### src/rtl/demux_4.sv
// demux_4: registered 1-to-4 demultiplexer.
// Routes din onto the lane chosen by A and drives the other three lanes to
// zero. en low clears every lane. sel_oh flags the active lane even when the
// routed data is zero. Y and sel_oh come straight from flops, so consumers
// never see a glitch while A or din are changing.
module demux_4 #(
  parameter int WIDTH = 1
) (
  input  logic               clk,
  input  logic               rst,
  input  logic               en,
  input  logic [1:0]         A,
  input  logic [WIDTH-1:0]   din,
  output logic [4*WIDTH-1:0] Y,
  output logic [3:0]         sel_oh
);

  localparam int NUM_LANES = 4;

  logic [4*WIDTH-1:0] y_d,      y_q;
  logic [3:0]         sel_oh_d, sel_oh_q;

  // Next-state decode: place din on the selected lane, zero on the others.
  always_comb begin
    // NOTE: every output of this block gets a default before any branch, so
    // no path leaves a bit unassigned and no latch is inferred.
    y_d      = '0;
    sel_oh_d = '0;
    if (en) begin
      for (int k = 0; k < NUM_LANES; k++) begin
        if (A == 2'(k)) begin
          y_d[k*WIDTH +: WIDTH] = din;
          sel_oh_d[k]           = 1'b1;
        end
      end
    end
  end

  // Output registers. Reset has priority over en, A and din.
  always_ff @(posedge clk) begin
    // NOTE: non-blocking assignments here so every flop samples the
    // pre-edge value of its input, independent of statement order.
    if (rst) begin
      y_q      <= '0;
      sel_oh_q <= '0;
    end else begin
      y_q      <= y_d;
      sel_oh_q <= sel_oh_d;
    end
  end

  assign Y      = y_q;
  assign sel_oh = sel_oh_q;

endmodule

### config.mk
export PLATFORM = sky130hd
export DESIGN_NAME = demux_4
export DESIGN_NICKNAME = d
export VERILOG_FILES = /design/src/rtl/demux_4.sv
export SDC_FILE = /design/constraint.sdc
export NUM_CORES = 1
export LEC_CHECK = 0
export ABC_AREA = 1
export BUFFER_PORTS_ARGS = -buffer_cell sky130_fd_sc_hd__buf_4
export CAP_MARGIN = 25
export CORE_AREA = 2 2 39 41
export DETAILED_ROUTE_END_ITERATION = 6
export DIE_AREA = 0 0 41 43
export GPL_TIMING_DRIVEN = 0
export SYNTH_ARGS = -nofsm -noshare
export SYNTH_HDL_FRONTEND = slang
export SYNTH_SLANG_ARGS = --single-unit
### constraint.sdc
create_clock -name clk -period 1 [get_ports clk]
set_input_delay 0.2 -clock clk [delete_from_list [all_inputs] [get_ports clk]]
set_output_delay 0.2 -clock clk [all_outputs]
set_load 0.02 [all_outputs]
==> metrics.md, run 1 <==
| Metric | Value |
|---|---|
| Via count of the first global-routing pass | `192` |
| Initial antenna violation count | `0` |
| Detailed-route wire length on metal 1 | `184 um` |
| List of cells traversed by the critical path | `buf_4` |
| Area fraction in and, or, nand and nor cells after synthesis | `24.4%` |
| Final standard cell area without fillers | `392 um^2` |
| Post-synthesis compound-gate area fraction | `0%` |
| Slowest-stage cell, CP | `sky130_fd_sc_hd__dfxtp_1` |
| Slew at the pin closest to its max-slew limit | `0.135 ns` |
| Dominant register cell in the synthesized netlist | `sky130_fd_sc_hd__dfxtp_1` |
| Per-cell via count in the routed design | `3.56` |
| Total power consumption of the routed design | `0.000624 W` |
| Hold slack | `0.218 ns` |
| Endpoint kind of the worst setup timing path | `output port` |
| Largest voltage drop on the vdd net | `0.334 mV` |
| Critical path start-end classification | `flip-flop to output port` |
| Max-capacitance violation count | `0` |
| Detailed-placement wirelength estimate | `365 um` |
| Number of hold violations in the final report | `0` |
| Power per cell area | `1590 nW/um^2` |
| Synth cell count leaders | `sky130_fd_sc_hd__dfxtp_1, sky130_fd_sc_hd__inv_1, sky130_fd_sc_hd__nor2_1` |
| Adder-cell area share of the yosys netlist | `0%` |
| Port Buffer Count | `13` |
| Delay-heaviest family, CP | `flip-flops` |
| Worst path bufs/invs | `1` |
| Critical-path maximum fanout | `1` |
| Area of the core | `1380 um^2` |
| Syn_nets | `36` |
| GRT overflow | `0` |
| Post-layout minimum cycle time | `0.885 ns` |
| CP Data Required Time | `0.80 ns` |
| Deepest clock path buffer count | `2` |
| Post-synthesis cell type with the largest combined area | `sky130_fd_sc_hd__dfxtp_1` |
| Final critical-path share of the clock period | `88.5%` |
| Fraction of synthesized area in multiplexers | `0%` |
| Ratio of cells with drive above 1 in the final layout | `37.0%` |
| Worst setup SP type | `flip-flop` |
| FF+latch count, synth | `8` |
| Arrival time reported for the critical path endpoint | `0.68 ns` |
| Drt total wl | `444 um` |
| Multi-input logic area | `61.3 um^2` |
| Worst hold start | `en` |
| Syn-to-layout area delta | `55.7%` |
| Setup repair after global routing missed its margin | `no` |
| Global-route wire length before repair | `724 um` |
| Die Area | `1760 um^2` |
| Share of synthesized flip-flops with an asynchronous set or reset | `0%` |
| Diode insertion count for antenna repair | `0` |
| Root Driver | `sky130_fd_sc_hd__clkbuf_4` |
| Final setup fails | `0` |
| Register area share after synthesis | `63.7%` |
| Synthesized netlist cell count | `30` |
| TritonCTS sink count | `8` |
| Clock-pin slew on the worst setup and hold paths | `0.05 ns` |
| Drt first pass iters | `4` |
| Die height | `43 um` |
| Setup Fix Bufs, Post-CTS | `0` |
| Total met3 wirelength after detailed routing | `42 um` |
| Endpoint with the worst hold slack | `sel_oh[3]` |
| Final-report max-slew violation count | `0` |
| CP Depth | `1` |
| Storage cell area | `160 um^2` |
| Via count of the routed design | `221` |
| Top post-synthesis cells by area | `sky130_fd_sc_hd__dfxtp_1, sky130_fd_sc_hd__inv_1, sky130_fd_sc_hd__nor2_1` |
| Iteration-0 DRC count of the detailed router | `3` |
| Post-placement cell area | `369 um^2` |
| Wire length on met2 | `202 um` |
| # resized after CTS | `0` |
| Routability Congestion | `0.693` |
| Post-synth cell types | `6` |
| Class of the worst hold path | `primary input to flip-flop` |
| Remaining design rule violation count | `0` |
| Max frequency | `1130 MHz` |
| Total Negative Setup Slacks | `0 ns` |
| Quantity of hold-fixing buffers added after cts | `0` |
| Utilization of the core after routing | `28.3%` |
| Total standard cell area after synthesis | `251 um^2` |
| Clock buffers created by TritonCTS | `3` |
| Number of filler instances in the final layout | `161` |
| Xor and xnor fraction of the mapped netlist area | `0%` |
| Main combinational cell family by area after synthesis | `simple AND/OR/NAND/NOR gates` |
| Clock tree from TritonCTS | `built` |
| Relative slew slack | `90.9%` |
| Post-detailed-route wirelength per cell | `7.16 um` |
| Row count | `14` |
| H-tree levels | `1` |
| GRT Overall Usage | `7.15%` |
| Maximum cell stage delay along the critical path | `0.29 ns` |
| Status | `complete, no violations` |
| Initial Util | `18.2%` |
| Die width | `41 um` |
| Top routing layer in use | `met4` |
| Static leakage | `0.225 nW` |
| Synth Warn # | `0` |
| Post-synth EDFFs | `0` |
| Nets | `54` |
| Hold path cells | `3` |
| Post-synthesis average cell area | `8.38 um^2` |
| Pin count of the biggest net entering global routing | `5` |
| Number of nets with antenna violations after routing | `0` |
| Synth top area share | `63.7%` |
| # IOs | `14` |
## metal layers
metal  vias to the layer above  GRT usage (%)
li1                        116              -
met1                        92           5.84
met2                        11           9.06
met3                         2           3.14
met4                         0           12.0
met5                         -              0
## power breakdown
group / internal [W] / switching [W]
registers: 0.000326 / 0.00000155
logic: 0.0000282 / 0.0000319
clock network: 0.000137 / 0.0000991
total: 0.000491 / 0.000133
## kinds of logic after synthesis
kind of cell | count (synthesis)
and+or+nand+nor | 14
DFF | 8
buffers and inverters | 8
## through the flow
step | worst slack, ns | cells
after CTS | 0.0985 | 62
after floorplan | 0.405 | 30
after global routing | 0.0784 | 62
after detailed placement | 0.336 | 59
final | 0.115 | 62
after global placement | 0.338 | 59
## worst max-delay path by stage
stage / slack (ns) / startpoint / endpoint
2_1_floorplan: 0.40 / Y[0] / Y[0]
3_3_place_gp: 0.34 / en / Y[2]
3_5_place_dp: 0.34 / en / sel_oh[2]
4_1_cts: 0.1 / Y[3] / Y[3]
5_1_grt: 0.08 / sel_oh[3] / sel_oh[3]
6_report: 0.12 / sel_oh[2] / sel_oh[2]
## placed cells by master (no fill, tap or decap)
cell                        n
sky130_fd_sc_hd__buf_4     13
sky130_fd_sc_hd__nor2_4     1
sky130_fd_sc_hd__inv_1      8
sky130_fd_sc_hd__nand2_1    5
sky130_fd_sc_hd__nor3_1     1
sky130_fd_sc_hd__nor2_1     7
sky130_fd_sc_hd__dfxtp_1    8
sky130_fd_sc_hd__clkbuf_4   3
## layout make-up
cell class / count / area share, %
Clock buffer: 3 / 5.75
Timing Repair Buffer: 13 / 24.9
Sequential cell: 8 / 40.9
Multi-Input combinational cell: 14 / 15.7
Tap cell: 16 / 5.11
Inverter: 8 / 7.67
## flip-flops by register name, summed over array words and instances, names as in the netlist
signal and count:
sel_oh 4, Y 4
(Power assumes the default switching activity.)
==> run 2: changes to the inputs <==
==> constraint.sdc (replaced) <==
create_clock -name clk -period 0.9 [get_ports clk]
set_input_delay 0.18 -clock clk [delete_from_list [all_inputs] [get_ports clk]]
set_output_delay 0.18 -clock clk [all_outputs]
set_load 0.02 [all_outputs]
==> run 2 against run 1 <==
Effect of this change:
- core utilization up 0.27 points
- routed wire length is 1.8% higher
- flip-flop and latch count is the same
- count of clock-buffer cells in the layout stayed put
- hold slack got worse by 0.021 ns
- clock power up 11%
- setup slack got worse by 0.084 ns
- critical path type unchanged
- critical endpoint is now Y[3]
- largest cell class unchanged
==> metrics.md, run 2 (same netlist as run 1, synthesis figures left out) <==
| Metric | Value |
|---|---|
| Status | `complete, no violations (unchanged)` |
| Initial Util | `18.2% (unchanged)` |
| Power per cell area | `1760 nW/um^2 (was 1590 nW/um^2)` |
| Slowest-stage cell, CP | `sky130_fd_sc_hd__dfxtp_1 (unchanged)` |
| GRT overflow | `0 (unchanged)` |
| Pin count of the biggest net entering global routing | `5 (unchanged)` |
| Endpoint kind of the worst setup timing path | `output port (unchanged)` |
| Die Area | `1760 um^2 (unchanged)` |
| Setup Fix Bufs, Post-CTS | `0 (unchanged)` |
| Largest voltage drop on the vdd net | `0.372 mV (was 0.334 mV)` |
| Global-route wire length before repair | `724 um (unchanged)` |
| Die height | `43 um (unchanged)` |
| Per-cell via count in the routed design | `3.52 (was 3.56)` |
| # IOs | `14 (unchanged)` |
| Number of filler instances in the final layout | `159 (was 161)` |
| Highest-count cells in the layout ignoring fill and taps | `sky130_fd_sc_hd__buf_4, sky130_fd_sc_hd__dfxtp_1, sky130_fd_sc_hd__inv_1 (unchanged)` |
| Critical-path maximum fanout | `1 (unchanged)` |
| Max-capacitance violation count | `0 (unchanged)` |
| Syn-to-layout area delta | `57.2% (was 55.7%)` |
| Final-report max-slew violation count | `0 (unchanged)` |
| Via count of the routed design | `218 (was 221)` |
| Class of the worst hold path | `primary input to flip-flop (unchanged)` |
| Worst path bufs/invs | `1 (unchanged)` |
| Initial antenna violation count | `0 (unchanged)` |
| Number of nets with antenna violations after routing | `0 (unchanged)` |
| H-tree levels | `1 (unchanged)` |
| Arrival time reported for the critical path endpoint | `0.69 ns (was 0.68 ns)` |
| Delay-heaviest family, CP | `flip-flops (unchanged)` |
| Ratio of cells with drive above 1 in the final layout | `37.0% (unchanged)` |
| Setup repair after global routing missed its margin | `no (unchanged)` |
| Drt total wl | `452 um (was 444 um)` |
| Nets | `54 (unchanged)` |
| Final setup fails | `0 (unchanged)` |
| Clock buffers created by TritonCTS | `3 (unchanged)` |
| Total Negative Setup Slacks | `0 ns (unchanged)` |
| Remaining design rule violation count | `0 (unchanged)` |
| Drt first pass iters | `2 (was 4)` |
| Clock tree from TritonCTS | `built (unchanged)` |
| List of cells traversed by the critical path | `buf_4 (unchanged)` |
| Clock-pin slew on the worst setup and hold paths | `0.05 ns (about the same)` |
| Worst setup SP type | `flip-flop (unchanged)` |
| Critical path start-end classification | `flip-flop to output port (unchanged)` |
| Utilization of the core after routing | `28.6% (was 28.3%)` |
| Hold slack | `0.197 ns (was 0.218 ns)` |
| Post-layout minimum cycle time | `0.868 ns` |
| Static leakage | `0.226 nW (was 0.225 nW)` |
| Final critical-path share of the clock period | `96.5%` |
| GRT Overall Usage | `7.15% (unchanged)` |
| # resized after CTS | `0 (unchanged)` |
| Max frequency | `1150 MHz` |
| Post-detailed-route wirelength per cell | `7.29 um (was 7.16 um)` |
| Maximum cell stage delay along the critical path | `0.30 ns (was 0.29 ns)` |
| Diode insertion count for antenna repair | `0 (unchanged)` |
| Iteration-0 DRC count of the detailed router | `3 (unchanged)` |
| Commonest non-fill, non-tap cell in the layout | `sky130_fd_sc_hd__buf_4 (unchanged)` |
| Slew at the pin closest to its max-slew limit | `0.135 ns (unchanged)` |
| Number of hold violations in the final report | `0 (unchanged)` |
| Relative slew slack | `90.9% (unchanged)` |
| Quantity of hold-fixing buffers added after cts | `0 (unchanged)` |
| Root Driver | `sky130_fd_sc_hd__clkbuf_4 (unchanged)` |
| Deepest clock path buffer count | `2 (unchanged)` |
| Routability Congestion | `0.693 (unchanged)` |
| Area of the core | `1380 um^2 (unchanged)` |
| Die width | `41 um (unchanged)` |
| Via count of the first global-routing pass | `192 (unchanged)` |
| TritonCTS sink count | `8 (unchanged)` |
| Port Buffer Count | `13 (unchanged)` |
| Row count | `14 (unchanged)` |
| Detailed-placement wirelength estimate | `365 um (unchanged)` |
| CP Data Required Time | `0.72 ns (was 0.80 ns)` |
==> run 2: cell types whose count changed in the layout (fill, tap and decap cells not counted) <==
cell	delta
sky130_fd_sc_hd__buf_4	-1
sky130_fd_sc_hd__buf_6	+1
==> run 2: final timing paths <==
path | from | end | slack [ns] | cells after the start
worst max-delay path | Y[3] | Y[3] | 0.03 | 1
worst min-delay path | en | sel_oh[3] | 0.20 | 3
==> run 2: area by class of cell <==
class	count	area [um^2]	area share, %
clock buffer	3	22.5	5.70
inverter	8	30.0	7.59
multi-input combinational	14	61.3	15.5
sequential	8	160	40.5
tap	16	20.0	5.06
timing repair buffer	13	101	25.6
==> run 2: where the power goes <==
part	switching, W	leakage [nW]	internal (W)
Combinational	0.0000354	0.148	0.0000320
Clock	0.000111	0.0138	0.000152
Sequential	0.00000208	0.0649	0.000362
Total	0.000149	0.226	0.000546
==> run 2: stage by stage <==
| step | instance area, um^2 | power (W) | cells | worst slack [ns] |
|---|---|---|---|---|
| 6_report | 395 | 0.000695 | 62 | 0.0319 |
| 5_1_grt | 395 | 0.000735 | 62 | 0.0000446 |
| 4_1_cts | 392 | 0.000714 | 62 | 0.0185 |
| 3_5_place_dp | 369 | 0.000439 | 59 | 0.256 |
| 3_3_place_gp | 369 | 0.000438 | 59 | 0.258 |
| 2_1_floorplan | 251 | 0.000402 | 30 | 0.325 |
==> run 2: layer usage <==
metal  track usage, %  routed length [um]  vias to the layer above
met5                0                   0                        -
met4             12.0                   0                        0
met3             3.14                  41                        0
met2             9.06                 218                       11
met1             5.84                 193                       91
li1                 -                   -                      116
==> run 2: tightest hold or removal path: stages <==
cell,delay (ns)
sky130_fd_sc_hd__buf_4,0.08
sky130_fd_sc_hd__nand2_1,0.06
sky130_fd_sc_hd__nor2_1,0.08
